$ cat src/rtl/doorlock_ctrl_if.sv
// Door-lock key-entry bus: decoder/button inputs toward the sequencer and
// entry/status outputs toward the display and actuator logic.
interface doorlock_ctrl_if;
  logic [3:0]  num_h;
  logic        btn_enter;
  logic        btn_clear;
  logic        btn_set;
  logic [15:0] entry;
  logic [2:0]  digit_cnt;
  logic        door_open;
  logic        locked_out;
  logic        err_pulse;
  logic [2:0]  fail_cnt;

  modport master (
    output num_h, btn_enter, btn_clear, btn_set,
    input  entry, digit_cnt, door_open, locked_out, err_pulse, fail_cnt
  );

  modport slave (
    input  num_h, btn_enter, btn_clear, btn_set,
    output entry, digit_cnt, door_open, locked_out, err_pulse, fail_cnt
  );
endinterface

$ cat src/rtl/doorlock_ctrl.sv
// Door-lock key-entry sequencer: collects 4 BCD digits, checks the code, times the
// open and lockout windows. Optional feature macro: DOORLOCK_PWCHANGE_EN (password change in OPEN).
module doorlock_ctrl #(
  parameter logic [15:0] PASSWORD    = 16'h1234,
  parameter int unsigned OPEN_CYCLES = 32'd50_000_000,
  parameter int unsigned LOCK_CYCLES = 32'd250_000_000,
  parameter int unsigned MAX_FAIL    = 32'd3
) (
  input logic            clk,
  input logic            rst,
  doorlock_ctrl_if.slave bus
);

  typedef enum logic [1:0] {
    ST_IDLE    = 2'd0,
    ST_OPEN    = 2'd1,
    ST_LOCKOUT = 2'd2
  } state_t;

  // Timer counts down to zero, so a window of N clocks loads N-1.
  localparam logic [31:0] OPEN_LOAD  = 32'(OPEN_CYCLES - 32'd1);
  localparam logic [31:0] LOCK_LOAD  = 32'(LOCK_CYCLES - 32'd1);
  localparam logic [2:0]  FAIL_LIMIT = 3'(MAX_FAIL);

  state_t      state_r, state_nxt_s;
  logic [31:0] timer_r, timer_nxt_s;
  logic [3:0]  num_prev_r;
  logic        enter_prev_r;
  logic        clear_prev_r;
  logic [15:0] entry_r, entry_nxt_s;
  logic [2:0]  digit_cnt_r, digit_cnt_nxt_s;
  logic [2:0]  fail_cnt_r, fail_cnt_nxt_s;
  logic        err_pulse_r, err_pulse_nxt_s;
  logic        door_open_r;
  logic        locked_out_r;

  logic        key_ev_s;
  logic        enter_ev_s;
  logic        clear_ev_s;
  logic        set_ev_s;
  logic        pw_write_s;
  logic        entry_full_s;
  logic        match_s;
  logic        timer_done_s;
  logic [2:0]  fail_inc_s;
  logic [15:0] pw_s;

`ifdef DOORLOCK_PWCHANGE_EN
  logic        set_prev_r;
  logic [15:0] pw_r, pw_nxt_s;

  assign set_ev_s   = bus.btn_set & ~set_prev_r;
  assign pw_write_s = set_ev_s & entry_full_s & ~clear_ev_s;
  assign pw_s       = pw_r;

  // Set-button history and the writable password register.
  always_ff @(posedge clk or posedge rst) begin
    if (rst) begin
      set_prev_r <= 1'b0;
      pw_r       <= PASSWORD;
    end else begin
      set_prev_r <= bus.btn_set;
      pw_r       <= pw_nxt_s;
    end
  end
`else
  logic unused_set_s;

  assign unused_set_s = bus.btn_set;
  assign set_ev_s     = 1'b0;
  assign pw_write_s   = 1'b0;
  assign pw_s         = PASSWORD;
`endif

  // A key counts only when a digit appears after a no-key code.
  assign key_ev_s     = (bus.num_h <= 4'd9) && (num_prev_r > 4'd9);
  assign enter_ev_s   = bus.btn_enter & ~enter_prev_r;
  assign clear_ev_s   = bus.btn_clear & ~clear_prev_r;
  assign entry_full_s = (digit_cnt_r == 3'd4);
  assign match_s      = entry_full_s && (entry_r == pw_s);
  assign timer_done_s = (timer_r == 32'd0);
  assign fail_inc_s   = fail_cnt_r + 3'd1;

  // Input history for edge detection.
  always_ff @(posedge clk or posedge rst) begin
    if (rst) begin
      num_prev_r   <= 4'hA;
      enter_prev_r <= 1'b0;
      clear_prev_r <= 1'b0;
    end else begin
      num_prev_r   <= bus.num_h;
      enter_prev_r <= bus.btn_enter;
      clear_prev_r <= bus.btn_clear;
    end
  end

  // State and window timer register.
  always_ff @(posedge clk or posedge rst) begin
    if (rst) begin
      state_r <= ST_IDLE;
      timer_r <= 32'd0;
    end else begin
      state_r <= state_nxt_s;
      timer_r <= timer_nxt_s;
    end
  end

  // Next-state decision; clear outranks enter in IDLE.
  always_comb begin
    state_nxt_s = state_r;
    case (state_r)
      ST_IDLE: begin
        if (clear_ev_s) begin
          state_nxt_s = ST_IDLE;
        end else if (enter_ev_s) begin
          if (match_s) begin
            state_nxt_s = ST_OPEN;
          end else if (fail_inc_s == FAIL_LIMIT) begin
            state_nxt_s = ST_LOCKOUT;
          end else begin
            state_nxt_s = ST_IDLE;
          end
        end else begin
          state_nxt_s = ST_IDLE;
        end
      end
      ST_OPEN: begin
        if (clear_ev_s || timer_done_s || pw_write_s) begin
          state_nxt_s = ST_IDLE;
        end else begin
          state_nxt_s = ST_OPEN;
        end
      end
      ST_LOCKOUT: begin
        if (timer_done_s) begin
          state_nxt_s = ST_IDLE;
        end else begin
          state_nxt_s = ST_LOCKOUT;
        end
      end
      default: state_nxt_s = ST_IDLE;
    endcase
  end

  // Entry, counters, error pulse, timer reload and password update.
  always_comb begin
    entry_nxt_s     = entry_r;
    digit_cnt_nxt_s = digit_cnt_r;
    fail_cnt_nxt_s  = fail_cnt_r;
    err_pulse_nxt_s = 1'b0;
`ifdef DOORLOCK_PWCHANGE_EN
    pw_nxt_s        = pw_r;
`endif
    case (state_r)
      ST_IDLE: begin
        if (clear_ev_s) begin
          entry_nxt_s     = 16'h0000;
          digit_cnt_nxt_s = 3'd0;
        end else if (enter_ev_s) begin
          // Enter is judged on the existing entry; a same-cycle key is dropped.
          entry_nxt_s     = 16'h0000;
          digit_cnt_nxt_s = 3'd0;
          if (match_s) begin
            fail_cnt_nxt_s = 3'd0;
          end else begin
            fail_cnt_nxt_s  = fail_inc_s;
            err_pulse_nxt_s = 1'b1;
          end
        end else if (key_ev_s && !entry_full_s) begin
          entry_nxt_s     = {entry_r[11:0], bus.num_h};
          digit_cnt_nxt_s = digit_cnt_r + 3'd1;
        end else begin
          entry_nxt_s     = entry_r;
          digit_cnt_nxt_s = digit_cnt_r;
        end
      end
      ST_OPEN: begin
`ifdef DOORLOCK_PWCHANGE_EN
        if (clear_ev_s) begin
          entry_nxt_s     = 16'h0000;
          digit_cnt_nxt_s = 3'd0;
        end else if (set_ev_s) begin
          if (entry_full_s) begin
            pw_nxt_s        = entry_r;
            entry_nxt_s     = 16'h0000;
            digit_cnt_nxt_s = 3'd0;
          end else begin
            err_pulse_nxt_s = 1'b1;
          end
        end else if (timer_done_s) begin
          entry_nxt_s     = 16'h0000;
          digit_cnt_nxt_s = 3'd0;
        end else if (key_ev_s && !entry_full_s) begin
          entry_nxt_s     = {entry_r[11:0], bus.num_h};
          digit_cnt_nxt_s = digit_cnt_r + 3'd1;
        end else begin
          entry_nxt_s     = entry_r;
          digit_cnt_nxt_s = digit_cnt_r;
        end
`else
        if (clear_ev_s) begin
          entry_nxt_s     = 16'h0000;
          digit_cnt_nxt_s = 3'd0;
        end else begin
          entry_nxt_s     = entry_r;
          digit_cnt_nxt_s = digit_cnt_r;
        end
`endif
      end
      ST_LOCKOUT: begin
        if (timer_done_s) begin
          fail_cnt_nxt_s = 3'd0;
        end else begin
          fail_cnt_nxt_s = fail_cnt_r;
        end
      end
      default: begin
        entry_nxt_s     = 16'h0000;
        digit_cnt_nxt_s = 3'd0;
        fail_cnt_nxt_s  = 3'd0;
      end
    endcase

    if ((state_nxt_s == ST_OPEN) && (state_r != ST_OPEN)) begin
      timer_nxt_s = OPEN_LOAD;
    end else if ((state_nxt_s == ST_LOCKOUT) && (state_r != ST_LOCKOUT)) begin
      timer_nxt_s = LOCK_LOAD;
    end else if ((state_r != ST_IDLE) && !timer_done_s) begin
      timer_nxt_s = timer_r - 32'd1;
    end else begin
      timer_nxt_s = timer_r;
    end
  end

  // Registered outputs; status flags follow the state being entered.
  always_ff @(posedge clk or posedge rst) begin
    if (rst) begin
      entry_r      <= 16'h0000;
      digit_cnt_r  <= 3'd0;
      fail_cnt_r   <= 3'd0;
      err_pulse_r  <= 1'b0;
      door_open_r  <= 1'b0;
      locked_out_r <= 1'b0;
    end else begin
      entry_r      <= entry_nxt_s;
      digit_cnt_r  <= digit_cnt_nxt_s;
      fail_cnt_r   <= fail_cnt_nxt_s;
      err_pulse_r  <= err_pulse_nxt_s;
      door_open_r  <= (state_nxt_s == ST_OPEN);
      locked_out_r <= (state_nxt_s == ST_LOCKOUT);
    end
  end

  assign bus.entry      = entry_r;
  assign bus.digit_cnt  = digit_cnt_r;
  assign bus.fail_cnt   = fail_cnt_r;
  assign bus.err_pulse  = err_pulse_r;
  assign bus.door_open  = door_open_r;
  assign bus.locked_out = locked_out_r;

endmodule

$ cat src/flat_wrapper.sv
// flat-port wrapper written by rule: the top's interface ports become plain ports
module doorlock_ctrl_flat 
#(
  parameter logic [15:0] PASSWORD    = 16'h1234,
  parameter int unsigned OPEN_CYCLES = 32'd50_000_000,
  parameter int unsigned LOCK_CYCLES = 32'd250_000_000,
  parameter int unsigned MAX_FAIL    = 32'd3
)
  (clk, rst, bus_num_h, bus_btn_enter, bus_btn_clear, bus_btn_set, bus_entry, bus_digit_cnt, bus_door_open, bus_locked_out, bus_err_pulse, bus_fail_cnt);
  doorlock_ctrl_if bus_i ();
  input logic clk;
  input logic rst;
  input wire logic [$bits(bus_i.num_h)-1:0] bus_num_h;
  input wire logic [$bits(bus_i.btn_enter)-1:0] bus_btn_enter;
  input wire logic [$bits(bus_i.btn_clear)-1:0] bus_btn_clear;
  input wire logic [$bits(bus_i.btn_set)-1:0] bus_btn_set;
  output wire logic [$bits(bus_i.entry)-1:0] bus_entry;
  output wire logic [$bits(bus_i.digit_cnt)-1:0] bus_digit_cnt;
  output wire logic [$bits(bus_i.door_open)-1:0] bus_door_open;
  output wire logic [$bits(bus_i.locked_out)-1:0] bus_locked_out;
  output wire logic [$bits(bus_i.err_pulse)-1:0] bus_err_pulse;
  output wire logic [$bits(bus_i.fail_cnt)-1:0] bus_fail_cnt;
  assign bus_i.num_h = bus_num_h;
  assign bus_i.btn_enter = bus_btn_enter;
  assign bus_i.btn_clear = bus_btn_clear;
  assign bus_i.btn_set = bus_btn_set;
  assign bus_entry = bus_i.entry;
  assign bus_digit_cnt = bus_i.digit_cnt;
  assign bus_door_open = bus_i.door_open;
  assign bus_locked_out = bus_i.locked_out;
  assign bus_err_pulse = bus_i.err_pulse;
  assign bus_fail_cnt = bus_i.fail_cnt;
  doorlock_ctrl #(.PASSWORD(PASSWORD), .OPEN_CYCLES(OPEN_CYCLES), .LOCK_CYCLES(LOCK_CYCLES), .MAX_FAIL(MAX_FAIL)) u_core (.clk(clk), .rst(rst), .bus(bus_i));
endmodule
$ cat config.mk
export PLATFORM = sky130hd
export DESIGN_NAME = doorlock_ctrl_flat
export DESIGN_NICKNAME = d
export VERILOG_FILES = /design/src/rtl/doorlock_ctrl_if.sv /design/src/rtl/doorlock_ctrl.sv /design/src/flat_wrapper.sv
export SDC_FILE = /design/constraint.sdc
export NUM_CORES = 1
export LEC_CHECK = 0
export ABC_CLOCK_PERIOD_IN_PS = 3700
export BUFFER_PORTS_ARGS = -buffer_cell sky130_fd_sc_hd__buf_4
export CELL_PAD_IN_SITES_DETAIL_PLACEMENT = 0
export CELL_PAD_IN_SITES_GLOBAL_PLACEMENT = 1
export CORE_ASPECT_RATIO = 0.75
export CORE_MARGIN = 4
export CORE_UTILIZATION = 30
export DETAILED_ROUTE_END_ITERATION = 12
export HOLD_SLACK_MARGIN = 0.03
export MAX_ROUTING_LAYER = met4
export PLACE_DENSITY = 0.65
export SYNTH_ARGS = -nofsm -noshare
export SYNTH_HDL_FRONTEND = slang
export SYNTH_SLANG_ARGS = --single-unit
$ cat constraint.sdc
create_clock -name clk -period 3.7 [get_ports clk]
set_input_delay 0.37 -clock clk [delete_from_list [all_inputs] [get_ports clk]]
set_output_delay 0.37 -clock clk [all_outputs]
set_load 0.05 [all_outputs]
==> run_results.csv <==
group,metric,value,unit
status,status,"completed",
final_layout,area_growth_syn_to_layout,23.88,%
placement,placedCellCount,512,
floorplan,die_w,127.3,um
grt,antenna_found_initial,0,
timing,finalSetupTns,0,ns
synthesis,synth-seq-cells,64,
final_layout,utilization,0.3825,
final_layout,fin_nets,403,
cts,cts_tree,"yes",
timing,finalWorstPathRequiredPeriod,2.917,ns
cts,numCtsBuffers,9,
floorplan,num_rows,32,
route,vias,2625,
placement,gp_congestion,0.7869,
timing,period_share,0.7885,
synthesis,syn_nets,360,
synthesis,avgSynthCellArea,9.281,um^2
worst_setup_path,crit_type,"register to register",
cts,clk_latency,0.33,ns
worst_setup_path,end_kind,"register",
timing,max_freq,342.8,MHz
worst_setup_path,critPathMaxFanout,14,
route,post-route-drc-count,0,
power,p_leak,1.636,nW
synthesis,synthesis.area,3202,um^2
final_layout,antenna_cells,0,
min_path,hp-class,"input port to register",
synthesis,synth_flop_cell,"dfrtp_1",
timing,finClkSkew,0.007176,ns
route,wl_per_cell,15.66,um
grt,grt_usage,0.1430,
power,power_density,773.7,nW/um^2
synthesis,synthCells,345,
worst_setup_path,worst_setup_path_start_kind,"register",
power,p_sw_frac,0.4076,
cts,cts_buffer_depth,2,
cts,clock_sinks,64,
final_layout,fill_cells,1053,
route,drt_iter0_drc,146,
timing,worstMarginPinSlew,1.072,ns
timing,setup_slack,0.7825,ns
synthesis,synth-edff-count,0,
placement,port-buffer-count,32,
floorplan,initial_core_util,0.3088,
timing,grt_setup_unrepaired,"no",
cts,cts_root_buf,"clkbuf_16",
route,ant_nets,0,
worst_setup_path,regToRegSetupSlack,0.78,ns
timing,setup_viol,0,
worst_setup_path,cp.arrival,3.09,ns
floorplan,ioPinCount,34,
power,ir_drop,0.2639,mV
route,first_pass_iters,4,
synthesis,yosysUniqueCellTypes,48,
placement,dpl.hpwl,5924,um
final_layout,mostFrequentLayoutCell,"nand2_1",
route,via_per_inst,4.962,
route,drt_wl_total,8282,um
timing,hold_viol_final,0,
cts,clk_pin_slew_worst_paths,0.05,ns
floorplan,design.core.area,10370,um^2
cts,cts_max_level,3,
floorplan,die_area,12410,um^2
placement,pre_cts_slack,0.8008,ns
final_layout,layout_common_cells,"nand2_1 (66), dfrtp_1 (62), buf_4 (45)",
synthesis,yosys_warnings,0,
power,seqPwrFrac,0.368,
grt,grt_pass1_wl,13720,um
power,p_int,1.818,mW
grt,grt.overflow.total,0,
power,clkPwrFrac,0.282,
synthesis,seq_area_frac_synth,0.5010,
final_layout,layout-drive-gt1-share,0.1883,
timing,relSlewSlack,0.2824,
power,p_comb_frac,0.350,
synthesis,synthArstFlopShare,1.000,
flow_run,cap_violations,0,
floorplan,die_h,97.47,um
timing,slew_viol_final,0,
grt,grt_pass1_vias,2484,
power,p_sw,1.251,mW
grt,grt_max_degree,33,
timing,hold_ws,0.1546,ns
final_layout,fin_cells,529,
worst_setup_path,crit_required,3.87,ns
==> flip-flops by register name (all words and copies together) (netlist names) <==
register and count:
u_core.timer_r 32, u_core.bus.entry 16, u_core.bus.digit_cnt 3, u_core.bus.fail_cnt 3
u_core.num_prev_r 3, u_core.state_r 2, u_core.bus.door_open 1, u_core.bus.err_pulse 1
u_core.bus.locked_out 1, u_core.clear_prev_r 1, u_core.enter_prev_r 1
==> per-stage QoR <==
step	total power, mW	instance area (um^2)
final	3.069	3966
after global routing	3.252	3966
after CTS	3.096	3966
after detailed placement	2.215	3650
after global placement	2.190	3650
after floorplan	1.863	3202
==> area by class of cell <==
| class | count | area (um^2) | share of cell area |
|---|---|---|---|
| inverters | 10 | 37.54 | 0.009464 |
| repair buffers | 46 | 347.8 | 0.08770 |
| well taps | 136 | 170.2 | 0.04290 |
| clock buffers | 10 | 239.0 | 0.06025 |
| clock inverters | 6 | 67.56 | 0.01703 |
| multi-input cells | 257 | 1500 | 0.3782 |
| flip-flops and latches | 64 | 1604 | 0.4044 |
==> per-layer routing <==
layer / track usage / up-vias / wire length, um
met3: 0.03736 / 10 / 283
met1: 0.2195 / 1271 / 4552
met4: 0.03957 / 0 / 91
met5: - / - / 0
met2: 0.1816 / 34 / 3354
li1: - / 1310 / -
==> power groups by stage <==
stage | combinational, mW | sequential (mW) | clock (mW)
floorplan | 0.530 | 1.33 | 0
global placement | 1.06 | 1.13 | 0
detailed placement | 1.08 | 1.14 | 0
CTS | 1.08 | 1.13 | 0.883
global route | 1.18 | 1.16 | 0.914
finish | 1.07 | 1.13 | 0.865
==> cell usage after synthesis, types with 2 or more instances <==
cell | instances | area [um^2]
a211o_1 | 5 | 43.79
a211oi_1 | 4 | 30.03
a21oi_1 | 4 | 20.02
a221o_1 | 2 | 20.02
a31o_2 | 2 | 17.52
a31oi_1 | 4 | 25.02
and3_1 | 2 | 12.51
buf_2 | 4 | 20.02
clkbuf_1 | 9 | 33.78
dfrtp_1 | 62 | 1551
dfstp_2 | 2 | 52.55
ha_1 | 6 | 75.07
inv_1 | 10 | 37.54
nand2_1 | 66 | 247.7
nand2b_1 | 4 | 25.02
nand3_1 | 7 | 35.03
nand3b_1 | 2 | 15.01
nand4_1 | 2 | 12.51
nor2_1 | 26 | 97.59
nor2b_1 | 3 | 18.77
nor3_1 | 22 | 110.1
nor3b_1 | 2 | 15.01
nor4_1 | 11 | 68.82
nor4b_1 | 5 | 43.79
o211ai_1 | 2 | 15.01
o21ai_0 | 24 | 120.1
o21ai_1 | 2 | 10.01
or2_2 | 2 | 12.51
or3_1 | 10 | 62.56
or4_1 | 5 | 37.54
xnor2_1 | 14 | 122.6
xor2_1 | 4 | 35.03
==> path summary, 6_finish.rpt <==
| kind | startpoint | endpoint | cells after the start |
|---|---|---|---|
| min reg2reg | u_core.timer_r[30] | u_core.timer_r[30] | 1 |
| min in group asynchronous | rst | u_core.bus.digit_cnt[2] | 3 |
| min | bus_btn_clear | u_core.clear_prev_r | 1 |
| max | u_core.timer_r[16] | u_core.timer_r[26] | 7 |
| max in group asynchronous | rst | u_core.num_prev_r[3] | 4 |
| max reg2reg | u_core.timer_r[16] | u_core.timer_r[26] | 7 |
==> logic make-up after synthesis <==
kind of cell    Yosys count  share of synthesized area
simple gates            176                     0.2743
xor+xnor                 18                    0.04924
mux                       2                   0.006643
flops                    64                     0.5010
compound gates           55                     0.1133
buf+inv                  24                    0.03204
fa+ha+maj                 6                    0.02345
==> what timing repair did <==
action,4_1_cts,5_1_grt
endpoints found under the hold margin,3,0
setup buffers,0,0
hold buffers,1,0
resized for setup,0,0
==> worst max-delay path, cell delays in order, from the launching register on <==
cell and delay [ns]:
dfrtp_1 0.44, or4_4 0.60, or4_1 0.64, nor3_1 0.17, buf_4 0.22, nor2_1 0.25, a311oi_1 0.34, o31ai_1 0.10
(Power assumes the default switching activity.)
